## src/rtl/vga_sync_gen_if.sv

```systemverilog
`default_nettype none
// ============================================================================
// Module      : vga_sync_gen_if
// Description : Timing bundle produced by vga_sync_gen and consumed by the
//               pixel generation circuit / VGA connector.
//                 hsync, vsync   active-low sync pulses
//                 video_on       current pixel is in the visible area
//                 p_tick         one-clk strobe, counters advance this cycle
//                 frame_tick     one-clk strobe coincident with pixel (0,0)
//                 pixel_x/_y     current column / line
//               master: timing generator side, slave: consumer side.
// Revision    : 1.0 - initial release
// ============================================================================
interface vga_sync_gen_if;
  logic       hsync;
  logic       vsync;
  logic       video_on;
  logic       p_tick;
  logic       frame_tick;
  logic [9:0] pixel_x;
  logic [9:0] pixel_y;

  modport master (
    output hsync, vsync, video_on, p_tick, frame_tick, pixel_x, pixel_y
  );

  modport slave (
    input  hsync, vsync, video_on, p_tick, frame_tick, pixel_x, pixel_y
  );
endinterface
`default_nettype wire

```

## src/rtl/vga_sync_gen.sv

```systemverilog
`default_nettype none
// ============================================================================
// Module      : vga_sync_gen
// Description : Free-running 640x480@60Hz VGA timing generator. The system
//               clock is divided by CLK_DIV to form the pixel rate; column and
//               line counters drive pixel_x/pixel_y, and sync/blanking flags
//               are registered from the next counter values so every output
//               changes on the same clock edge.
// Ports       : clk  - system clock, rising edge
//               rst  - asynchronous reset, active-low (0 = reset)
//               vga  - timing bundle (master modport), see vga_sync_gen_if
// Revision    : 1.0 - initial release
// ============================================================================
module vga_sync_gen #(
  parameter int CLK_DIV   = 4,
  parameter int H_DISPLAY = 640,
  parameter int H_FRONT   = 16,
  parameter int H_SYNC    = 96,
  parameter int H_BACK    = 48,
  parameter int V_DISPLAY = 480,
  parameter int V_FRONT   = 10,
  parameter int V_SYNC    = 2,
  parameter int V_BACK    = 33
) (
  input  wire logic          clk,
  input  wire logic          rst,
  vga_sync_gen_if.master     vga
);

  localparam int H_TOTAL = H_DISPLAY + H_FRONT + H_SYNC + H_BACK;
  localparam int V_TOTAL = V_DISPLAY + V_FRONT + V_SYNC + V_BACK;
  localparam int DIV_W   = (CLK_DIV > 2) ? $clog2(CLK_DIV) : 1;

  localparam logic [DIV_W-1:0] C_DIV_MAX  = DIV_W'(CLK_DIV - 1);
  localparam logic [9:0]       C_H_MAX    = 10'(H_TOTAL - 1);
  localparam logic [9:0]       C_V_MAX    = 10'(V_TOTAL - 1);
  localparam logic [9:0]       C_H_VIS    = 10'(H_DISPLAY);
  localparam logic [9:0]       C_V_VIS    = 10'(V_DISPLAY);
  localparam logic [9:0]       C_HS_START = 10'(H_DISPLAY + H_FRONT);
  localparam logic [9:0]       C_HS_END   = 10'(H_DISPLAY + H_FRONT + H_SYNC - 1);
  localparam logic [9:0]       C_VS_START = 10'(V_DISPLAY + V_FRONT);
  localparam logic [9:0]       C_VS_END   = 10'(V_DISPLAY + V_FRONT + V_SYNC - 1);

  logic [DIV_W-1:0] div_q, div_d;
  logic [9:0]       h_cnt_q, h_cnt_d;
  logic [9:0]       v_cnt_q, v_cnt_d;
  logic             hsync_q, hsync_d;
  logic             vsync_q, vsync_d;
  logic             video_on_q, video_on_d;
  logic             frame_tick_q, frame_tick_d;
  logic             p_tick;

  // Pixel strobe is a plain decode of the divider register, so it is
  // glitch-free and lines up with the edge on which the counters move.
  assign p_tick = (div_q == C_DIV_MAX);

  always_comb begin
    div_d        = p_tick ? '0 : div_q + DIV_W'(1);
    h_cnt_d      = h_cnt_q;
    v_cnt_d      = v_cnt_q;
    frame_tick_d = 1'b0;

    if (p_tick) begin
      if (h_cnt_q == C_H_MAX) begin
        h_cnt_d = '0;
        v_cnt_d = (v_cnt_q == C_V_MAX) ? '0 : v_cnt_q + 10'd1;
        // Registered so the pulse lands together with the (0,0) counters.
        frame_tick_d = (v_cnt_q == C_V_MAX);
      end else begin
        h_cnt_d = h_cnt_q + 10'd1;
      end
    end

    // Decode from the next counter values: the registered flags then
    // describe the same pixel as pixel_x/pixel_y after the edge.
    hsync_d    = !((h_cnt_d >= C_HS_START) && (h_cnt_d <= C_HS_END));
    vsync_d    = !((v_cnt_d >= C_VS_START) && (v_cnt_d <= C_VS_END));
    video_on_d = (h_cnt_d < C_H_VIS) && (v_cnt_d < C_V_VIS);
  end

  always_ff @(posedge clk or negedge rst) begin
    if (!rst) begin
      div_q        <= '0;
      h_cnt_q      <= '0;
      v_cnt_q      <= '0;
      hsync_q      <= 1'b1;
      vsync_q      <= 1'b1;
      video_on_q   <= 1'b0;
      frame_tick_q <= 1'b0;
    end else begin
      div_q        <= div_d;
      h_cnt_q      <= h_cnt_d;
      v_cnt_q      <= v_cnt_d;
      hsync_q      <= hsync_d;
      vsync_q      <= vsync_d;
      video_on_q   <= video_on_d;
      frame_tick_q <= frame_tick_d;
    end
  end

  assign vga.hsync      = hsync_q;
  assign vga.vsync      = vsync_q;
  assign vga.video_on   = video_on_q;
  assign vga.p_tick     = p_tick;
  assign vga.frame_tick = frame_tick_q;
  assign vga.pixel_x    = h_cnt_q;
  assign vga.pixel_y    = v_cnt_q;

endmodule
`default_nettype wire

```

## src/flat_wrapper.sv

```systemverilog
// flat-port wrapper written by rule: the top's interface ports become plain ports
module vga_sync_gen_flat 
#(
  parameter int CLK_DIV   = 4,
  parameter int H_DISPLAY = 640,
  parameter int H_FRONT   = 16,
  parameter int H_SYNC    = 96,
  parameter int H_BACK    = 48,
  parameter int V_DISPLAY = 480,
  parameter int V_FRONT   = 10,
  parameter int V_SYNC    = 2,
  parameter int V_BACK    = 33
)
  (clk, rst, vga_hsync, vga_vsync, vga_video_on, vga_p_tick, vga_frame_tick, vga_pixel_x, vga_pixel_y);
  vga_sync_gen_if vga_i ();
  input  wire logic clk;
  input  wire logic rst;
  output wire logic [$bits(vga_i.hsync)-1:0] vga_hsync;
  output wire logic [$bits(vga_i.vsync)-1:0] vga_vsync;
  output wire logic [$bits(vga_i.video_on)-1:0] vga_video_on;
  output wire logic [$bits(vga_i.p_tick)-1:0] vga_p_tick;
  output wire logic [$bits(vga_i.frame_tick)-1:0] vga_frame_tick;
  output wire logic [$bits(vga_i.pixel_x)-1:0] vga_pixel_x;
  output wire logic [$bits(vga_i.pixel_y)-1:0] vga_pixel_y;
  assign vga_hsync = vga_i.hsync;
  assign vga_vsync = vga_i.vsync;
  assign vga_video_on = vga_i.video_on;
  assign vga_p_tick = vga_i.p_tick;
  assign vga_frame_tick = vga_i.frame_tick;
  assign vga_pixel_x = vga_i.pixel_x;
  assign vga_pixel_y = vga_i.pixel_y;
  vga_sync_gen #(.CLK_DIV(CLK_DIV), .H_DISPLAY(H_DISPLAY), .H_FRONT(H_FRONT), .H_SYNC(H_SYNC), .H_BACK(H_BACK), .V_DISPLAY(V_DISPLAY), .V_FRONT(V_FRONT), .V_SYNC(V_SYNC), .V_BACK(V_BACK)) u_core (.clk(clk), .rst(rst), .vga(vga_i));
endmodule
```

## config.mk

```make
export PLATFORM = sky130hd
export DESIGN_NAME = vga_sync_gen_flat
export DESIGN_NICKNAME = d
export VERILOG_FILES = /design/src/rtl/vga_sync_gen_if.sv /design/src/rtl/vga_sync_gen.sv /design/src/flat_wrapper.sv
export SDC_FILE = /design/constraint.sdc
export NUM_CORES = 1
export LEC_CHECK = 0
export CAP_MARGIN = 25
export CORE_ASPECT_RATIO = 1.25
export CORE_UTILIZATION = 50
export CTS_BUF_LIST = sky130_fd_sc_hd__clkbuf_16
export CTS_CLUSTER_DIAMETER = 120
export DETAILED_ROUTE_END_ITERATION = 16
export GPL_TIMING_DRIVEN = 1
export PLACE_DENSITY = 0.76
export RECOVER_POWER = 25
export SLEW_MARGIN = 20
export SYNTH_ARGS = -nofsm -noshare
export SYNTH_HDL_FRONTEND = slang
export SYNTH_SLANG_ARGS = --single-unit
```

## constraint.sdc

```tcl
create_clock -name clk -period 4.6 [get_ports clk]
set_clock_uncertainty 0.05 [all_clocks]
set_input_delay 0.69 -clock clk [delete_from_list [all_inputs] [get_ports clk]]
set_output_delay 0.69 -clock clk [all_outputs]
set_load 0.005 [all_outputs]
```

# Word-level counts from Yosys, hierarchy flattened
# Cells that the tools add are included.
[totals]
mem_count = 0
output_inout_bits = 25
rom_bits = 0
reg_bits = 26
ramBits = 0
latchBits = 0
[classes]
n_lt_le_gt_ge = 6
n_bitwise = 0
add_sub_neg = 3
n_div = 0
mul = 0
eq_ne = 3
reduce_logical = 5
shifts = 0
muxes = 8
[op_table]
columns = ["op", "count"]
rows = [
  ["$mux W10", 5],
  ["$add A10 B1 Y10 const B", 2],
  ["$eq A10 B10 Y1 const B", 2],
  ["$ge A10 B10 Y1 const B", 1],
  ["$ge A10 B9 Y1 const B", 1],
  ["$le A10 B10 Y1 const B", 1],
  ["$le A10 B9 Y1 const B", 1],
  ["$lt A10 B10 Y1 const B", 1],
  ["$lt A10 B9 Y1 const B", 1],
  ["$logic_and A1 B1 Y1", 3],
  ["$add A2 B1 Y2 const B", 1],
  ["$eq A2 B2 Y1 const B", 1],
  ["$logic_not A1 Y1", 2],
  ["$mux W1", 2],
  ["$mux W2", 1],
]

# Longest topological paths before layout
# Gate-level depths: netlist (run 1).
[depth]
word_depth = 7
depth_mapped = 9
ltp_nobuf = 7

# Least setup slack after synthesis (run 1)
# No wires, ideal clock.
[synth_path]
path_type = "register to register"
startpoint = "register u_core.div_q[0]"
endpoint = "register u_core.vsync_q, in the netlist u_core.vga.vsync"
path_slack_ps = 2482
required_ps = 4458
setup_time_ps = 92
path_stages_with_launch = 10
t_arrival_ps = 1976
path_buffers = 3
synth_period_minus_slack_ps = 2118
path_cell_list = "dfrtp_1 -> ha_1 -> buf_2 -> and2_1 -> buf_6 -> and4b_4 -> buf_6 -> or3_2 -> a2bb2oi_1 -> nand4b_1"
[synth_via]
elab_chain_len = 5
[synth_rtl]
columns = ["element", "line_no", "source"]
rows = [
  ["start: declaration", "vga_sync_gen.sv:44", "logic [DIV_W-1:0] div_q, div_d;"],
  ["start signal: assignment", "vga_sync_gen.sv:91", "div_q <= div_d;"],
  ["$eq A2 B2 Y1 *", "vga_sync_gen.sv:55", "assign p_tick = (div_q == C_DIV_MAX);"],
  ["via vga_p_tick", "flat_wrapper.sv:21", "output wire logic [$bits(vga_i.p_tick)-1:0] vga_p_tick;"],
  ["$mux W10 *", "vga_sync_gen.sv:63", "if (p_tick) begin"],
  ["$ge A10 B9 Y1 or $le A10 B9 Y1 (tied branches)", "vga_sync_gen.sv:77", "vsync_d = !((v_cnt_d >= C_VS_START) && (v_cnt_d <= C_VS_END));"],
  ["$logic_and A1 B1 Y1 *", "vga_sync_gen.sv:77", ""],
  ["$logic_not A1 Y1 *", "vga_sync_gen.sv:77", ""],
  ["via u_core.vsync_d", "vga_sync_gen.sv:48", "logic vsync_q, vsync_d;"],
  ["end signal: assignment", "vga_sync_gen.sv:95", "vsync_q <= vsync_d;"],
  ["end: declaration", "vga_sync_gen.sv:48", ""],
]
# The timed path passes the listed nets; every way through them passes the cells marked *.

# Final worst setup path (run 1)
[layout_path]
startpoint = "register u_core.div_q[0]"
endpoint = "register u_core.video_on_q, in the netlist u_core.vga.video_on"
[layout_via]
elab_chain_len = 4
[layout_rtl]
columns = ["element", "line_no", "source"]
rows = [
  ["$eq A2 B2 Y1 *", "vga_sync_gen.sv:55", ""],
  ["$mux W10", "vga_sync_gen.sv:63", ""],
  ["$lt A10 B10 Y1 or $lt A10 B9 Y1 (tied branches)", "vga_sync_gen.sv:78", "video_on_d = (h_cnt_d < C_H_VIS) && (v_cnt_d < C_V_VIS);"],
  ["$logic_and A1 B1 Y1 *", "vga_sync_gen.sv:78", ""],
  ["via u_core.video_on_d", "vga_sync_gen.sv:49", "logic video_on_q, video_on_d;"],
  ["end signal: assignment", "vga_sync_gen.sv:96", "video_on_q <= video_on_d;"],
  ["end: declaration", "vga_sync_gen.sv:49", ""],
]
# Marked as above.

==> reports/qor.yml, run 1 <==
setup_path:
  cp.arrival_ns: 2.43
  crit_required_ns: 4.68
  cp-start-kind: "flip-flop"
  r2r_setup_slack_ns: 2.25
  cp_max_fo: 10
  reg2reg_depth: 6
  rr_startpoint: "u_core.div_q[0]"
  cp-end-kind: "flip-flop"
  worst_r2r_endpoint: "u_core.vga.video_on"
  critical_path_class: "reg -> reg"
timing:
  tns_ns: 0
  worstMarginPinSlew_ns: 0.680
  fin_crit_sh: 0.512
  rsz0062_at_grt: "false"
  maxSlewViolCount: 0
  setup_viol: 0
  hold_viol: 0
  fin_crit_ns: 2.35
  fmax_mhz: 425
  maxSlewHeadroom: 0.547
status:
  status: "finished clean"
clock_tree:
  hold_buffers: 0
  cts_max_level: 1
  cts_tree: "built"
  clock_latency_ns: 0.25
  clk_pin_slew_worst_paths_ns: 0.06
  clock-sinks: 26
  numCtsBuffers: 3
  cts_post_setup_buffers_inserted: 0
  ctsLongestPathBuffers: 2
  cts_root_buf: "clkbuf_16"
  cts_resized: 0
hold_path:
  hold_depth: 1
  holdPathEnd: "u_core.div_q[0]"
  holdCritStartpoint: "u_core.div_q[0]"
  hp-class: "reg -> reg"
synthesis:
  synthDistinctLibCells: 48
  seq_area_frac_synth: 0.430
  synth_flop_cell: "dfrtp_1"
  synth_edf_count: 0
  synth_seq_cells: 26
  syn_area_um2: 1520
  syn_area_per_cell_um2: 9.93
  syn_inst: 153
  syn_nets: 159
  ys.warnings.count: 0
  async_flop_share: 1.00
power:
  p_leak_nw: 0.770
  switching_share: 0.177
  p_int_w: 0.000346
  pwr-share-seq: 0.545
  irDropWorstVdd_v: 0.000159
  power.density_nw_per_um2: 230
  clockPowerShare: 0.443
  switching_power_w: 0.0000745
  comb_power_share: 0.012
cells_and_area:
  n_antenna_cell: 0
  multi_input_comb_area_um2: 754
  final_nets: 183
  final_cells: 212
  drive_gt1_frac: 0.102
  regArea_um2: 653
  nFillCells: 266
  area_delta_synth_final_pct: 20.4
  stdcell_area_um2: 1830
route:
  wire_per_inst_um: 15.4
  post-route-drc-count: 0
  finalWirelength_um: 3270
  antenna_left: 0
  via_count: 1299
  drtPass1Iterations: 5
  drt-vias-per-instance: 6.13
  drtIter0Drc: 54
grt:
  grt_pass1_vias: 1252
  grt_pass1_wl_um: 5600
  grt-ovfl-total: 0
  grtUsageTotal: 0.224
  antenna_found_initial: 0
  grt_max_degree: 15
placement:
  placed_area_um2: 1760
  gp_congestion: 0.818
  post-place-cells: 208
  io_buffers: 26
  dpl.hpwl_um: 2440
die:
  die_height_um: 63.6
  dieArea_um2: 3260
  start_util: 0.521
  core_um2: 2920
  num_rows: 22
  die_w_um: 51.3
  io_pins: 27
run:
  maxCapViolations: 0
-- worst max-delay path by stage --
stage                         start                   to  depth (start not counted)
CTS                 u_core.div_q[0]           vga_p_tick                          2
detailed placement  u_core.div_q[0]     u_core.vga.vsync                          6
global placement    u_core.div_q[0]     u_core.vga.vsync                          6
global route        u_core.div_q[0]  u_core.vga.video_on                          6
floorplan           u_core.div_q[0]     u_core.vga.vsync                          9
finish              u_core.div_q[0]  u_core.vga.video_on                          6
-- state kept, by name, summed over array words and instances, names as in the netlist --
| signal | flops |
|---|---|
| u_core.vga.vsync | 1 |
| u_core.div_q | 2 |
| u_core.vga.pixel_x | 10 |
| u_core.vga.video_on | 1 |
| u_core.vga.frame_tick | 1 |
| u_core.vga.pixel_y | 10 |
| u_core.vga.hsync | 1 |
-- power groups by stage --
stage | Clock (W) | Sequential, W | Combinational (W)
floorplan | 0 | 0.000233 | 0.000000000345
global route | 0.000203 | 0.000229 | 0.00000628
finish | 0.000186 | 0.000229 | 0.00000503
CTS | 0.000193 | 0.000229 | 0.00000684
detailed placement | 0 | 0.000233 | 0.00000684
global placement | 0 | 0.000233 | 0.00000515
-- worst max-delay path: stages (launching register included) --
cell      delay (ns)
dfrtp_1         0.35
ha_1            0.33
and2_0          0.48
nand3_1         0.20
or4_4           0.46
a211oi_2        0.26
a211oi_1        0.11
-- synthesized netlist by cell type, types with 2 or more instances --
library cell | n | area [um^2]
dfrtp_1 | 24 | 601
nand2_1 | 13 | 48.8
nand3_1 | 10 | 50.1
inv_1 | 9 | 33.8
o21ai_0 | 7 | 35.0
a21oi_1 | 6 | 30.0
buf_6 | 6 | 67.6
nor2_1 | 6 | 22.5
nor3_1 | 6 | 30.0
xor2_1 | 5 | 43.8
a31oi_1 | 4 | 25.0
ha_1 | 4 | 50.1
nand4_1 | 4 | 25.0
and3_1 | 3 | 18.8
o22ai_1 | 3 | 18.8
or3_1 | 3 | 18.8
and3_2 | 2 | 15.0
buf_2 | 2 | 10.0
dfstp_2 | 2 | 52.6
nor4_1 | 2 | 12.5
nor4bb_1 | 2 | 20.0
o21ai_1 | 2 | 10.0
o31ai_1 | 2 | 15.0
xnor2_1 | 2 | 17.5
-- area by class of cell --
| type | count | share of cell area |
|---|---|---|
| well taps | 36 | 0.0246 |
| clock buffers | 3 | 0.0410 |
| repair buffers | 27 | 0.144 |
| flip-flops and latches | 26 | 0.357 |
| clock inverters | 1 | 0.00205 |
| inverters | 9 | 0.0185 |
| multi-input cells | 110 | 0.412 |
-- metrics by stage --
stage | utilization | hold slack, ns | worst slack, ns | power, W
final | 0.627 | 0.376 | 2.25 | 0.000420
after global routing | 0.627 | 0.409 | 2.05 | 0.000438
after CTS | 0.631 | 0.383 | 2.37 | 0.000429
after detailed placement | 0.604 | 0.374 | 2.41 | 0.000240
after global placement | 0.599 | 0.363 | 2.45 | 0.000238
after floorplan | - | 0.344 | 2.48 | 0.000233
-- logic make-up (layout without fill, tap and decap cells) --
logic type               after synthesis  count (layout)  synth area share
buffers and inverters                 17              40            0.0733
flip-flops                            26              26             0.430
AO/OA/AOI/OAI                         34              34             0.148
multiplexers                           1               1           0.00659
AND/OR/NAND/NOR                       64              64             0.269
adder cells (fa/ha/maj)                4               4            0.0330
XOR/XNOR                               7               7            0.0404
-- routing by layer --
| layer | vias up | global-route usage | routed length (um) |
|---|---|---|---|
| li1 | 607 | - | - |
| met1 | 639 | 0.281 | 1380 |
| met2 | 45 | 0.382 | 1700 |
| met3 | 8 | 0.0242 | 126 |
| met4 | 0 | 0.0980 | 51 |
| met5 | - | 0 | 0 |
-- placed cells by master (no fill, tap or decap), types with 2 or more instances in the layout --
master	n
nand3_1	10
nor2_1	6
clkbuf_16	3
nor4_1	2
xnor2_1	2
nor3_1	6
or3_1	3
inv_1	10
nand4_1	4
a21oi_1	6
nor4bb_1	2
dfrtp_1	24
o22ai_1	3
and3_1	3
o21ai_1	2
xor2_1	5
ha_1	4
clkdlybuf4s50_1	25
o21ai_0	7
and3_2	2
o31ai_1	2
dfstp_2	2
nand2_1	13
a31oi_1	4
No activity file was read; power rests on OpenSTA's default activity.
==> run 2: changes to the inputs <==
--- a/config.mk
+++ b/config.mk
@@ -7,12 +7,12 @@
 export LEC_CHECK = 0
 export CAP_MARGIN = 25
 export CORE_ASPECT_RATIO = 1.25
-export CORE_UTILIZATION = 50
+export CORE_UTILIZATION = 47
 export CTS_BUF_LIST = sky130_fd_sc_hd__clkbuf_16
 export CTS_CLUSTER_DIAMETER = 120
 export DETAILED_ROUTE_END_ITERATION = 16
 export GPL_TIMING_DRIVEN = 1
-export PLACE_DENSITY = 0.76
+export PLACE_DENSITY = 0.75
 export RECOVER_POWER = 25
 export SLEW_MARGIN = 20
 export SYNTH_ARGS = -nofsm -noshare
==> constraint.sdc (replaced) <==
create_clock -name clk -period 2 [get_ports clk]
set_clock_uncertainty 0.05 [all_clocks]
set_input_delay 0.3 -clock clk [delete_from_list [all_inputs] [get_ports clk]]
set_output_delay 0.3 -clock clk [all_outputs]
set_load 0.005 [all_outputs]
==> reports/qor.yml, run 2 (synthesized netlist as in run 1, its figures left out) <==
die:
  core_um2: 3000
  die_w_um: 52.8
  io_pins: 27
  die_height_um: 65.6
  num_rows: 22
  dieArea_um2: 3460
  start_util: 0.506
cells_and_area:
  layout_commonest_cell: "clkdlybuf4s50_1"
  area_delta_synth_final_pct: 34.0
  n_antenna_cell: 0
  drive_gt1_frac: 0.247
  layout_common_cells: "clkdlybuf4s50_1, buf_4, dfrtp_1"
  nFillCells: 237
  final_nets: 205
  final_util: 0.678
route:
  via_count: 1373
  antenna_left: 0
  drtPass1Iterations: 4
  drtIter0Drc: 63
  drt-vias-per-instance: 5.87
  finalWirelength_um: 3730
  post-route-drc-count: 0
  wire_per_inst_um: 15.9
grt:
  grt-ovfl-total: 0
  grt_max_degree: 27
  grt_pass1_vias: 1321
  grt_pass1_wl_um: 6110
  antenna_found_initial: 0
  grtUsageTotal: 0.245
power:
  power_w: 0.000974
  comb_power_share: 0.012
  p_leak_nw: 0.884
  pwr-share-seq: 0.540
  power.density_nw_per_um2: 479
  p_int_w: 0.000795
  clockPowerShare: 0.448
  switching_share: 0.184
  irDropWorstVdd_v: 0.000444
  switching_power_w: 0.000179
run:
  maxCapViolations: 0
setup_path:
  critical_path_class: "reg -> reg"
  cp-end-kind: "flip-flop"
  reg2reg_depth: 5
  worst_r2r_endpoint: "u_core.vga.video_on"
  crit_required_ns: 2.08
  crit_family: "simple AND/OR/NAND/NOR gates"
  slowest_delay_ns: 0.55
  cp.arrival_ns: 2.01
  critPathBufInv: 0
  slowest_stage: "or4_4"
  cp_max_fo: 4
  cp-start-kind: "flip-flop"
  crit_chain: "nor3_4, nand4_4, or4_4, a211oi_2, a211oi_1"
  r2r_setup_slack_ns: 0.07
  rr_startpoint: "u_core.vga.pixel_x[7]"
timing:
  worstMarginPinSlew_ns: 0.641
  maxSlewHeadroom: 0.572
  rsz0062_at_grt: "false"
  tns_ns: 0
  fmax_mhz: 519
  hold_viol: 0
  fin_crit_ns: 1.93
  fin_crit_sh: 0.963
  setup_viol: 0
  maxSlewViolCount: 0
hold_path:
  holdCritStartpoint: "u_core.div_q[0]"
  hp-class: "reg -> reg"
  hold_depth: 1
  holdPathEnd: "u_core.div_q[0]"
clock_tree:
  cts_root_buf: "clkbuf_16"
  ctsLongestPathBuffers: 2
  clk_pin_slew_worst_paths_ns: 0.06
  cts_tree: "built"
  cts_max_level: 1
  numCtsBuffers: 3
  clock_latency_ns: 0.26
  hold_buffers: 0
  clock-sinks: 26
status:
  status: "finished clean"
placement:
  gp_congestion: 0.942
  dpl.hpwl_um: 2650
  io_buffers: 26
-- run 2: cell types whose count changed in the layout (fill, tap and decap cells not counted), sizes merged --
cell | before | now
buf | 0 | 22
clkinv | 0 | 1
inv | 10 | 9
-- run 2: cell type report --
class	instances	area, um^2	share of cell area
flip-flops and latches	26	656	0.322
clock inverters	1	3.75	0.00184
well taps	36	45.0	0.0221
clock buffers	3	75.1	0.0369
repair buffers	49	430	0.211
inverters	9	33.8	0.0166
multi-input cells	110	792	0.389
-- run 2: per-layer routing --
metal / GRT usage / share of wire / vias up
met3: 0.0417 / 0.055 / 6
met5: 0 / 0 / -
met1: 0.302 / 0.38 / 652
li1: - / - / 653
met4: 0.132 / 0.017 / 0
met2: 0.399 / 0.55 / 62
-- run 2: power by group through the flow --
stage / clock [W] / combinational, W / sequential [W]
final: 0.000436 / 0.0000119 / 0.000526
after global routing: 0.000473 / 0.0000143 / 0.000526
after CTS: 0.000450 / 0.0000138 / 0.000526
after detailed placement: 0 / 0.0000137 / 0.000536
after global placement: 0 / 0.0000133 / 0.000536
after floorplan: 0 / 0.000000000347 / 0.000536
-- run 2: how the worst max path moves through the flow --
stage	start	endpoint	slack (ns)	cells past startpoint
3_3_place_gp	u_core.vga.pixel_y[0]	u_core.vga.video_on	0.08	6
4_1_cts	u_core.vga.pixel_y[0]	u_core.vga.video_on	0.03	6
6_report	u_core.vga.pixel_x[7]	u_core.vga.video_on	0.07	5
2_1_floorplan	u_core.vga.pixel_y[0]	u_core.vga.video_on	0.004	7
3_5_place_dp	u_core.vga.pixel_y[0]	u_core.vga.video_on	0.008	6
5_1_grt	u_core.vga.pixel_y[0]	u_core.vga.video_on	0.01	6
-- run 2: worst register-to-register path: stages, from the launching register on --
cell and delay [ns]:
dfrtp_2 0.44, nor3_4 0.28, nand4_4 0.16, or4_4 0.55, a211oi_2 0.22, a211oi_1 0.10
-- run 2: repair_timing --
action	in CTS	in global routing
setup buffers	0	6
resized for setup	1	8
pin swaps	0	3
endpoints found under the hold margin	0	0
cloned	0	0
endpoints found under the setup margin	1	2
-- run 2: per-stage QoR --
step | hold slack (ns) | instance area, um^2 | setup slack, ns | std cells
2_1_floorplan | -0.0456 | 1530 | 0.00445 | 153
3_3_place_gp | 0.365 | 1880 | 0.0757 | 224
3_5_place_dp | 0.380 | 1880 | 0.00829 | 224
4_1_cts | 0.367 | 1960 | 0.0324 | 228
5_1_grt | 0.444 | 2040 | 0.0147 | 234
6_report | 0.430 | 2040 | 0.0744 | 234
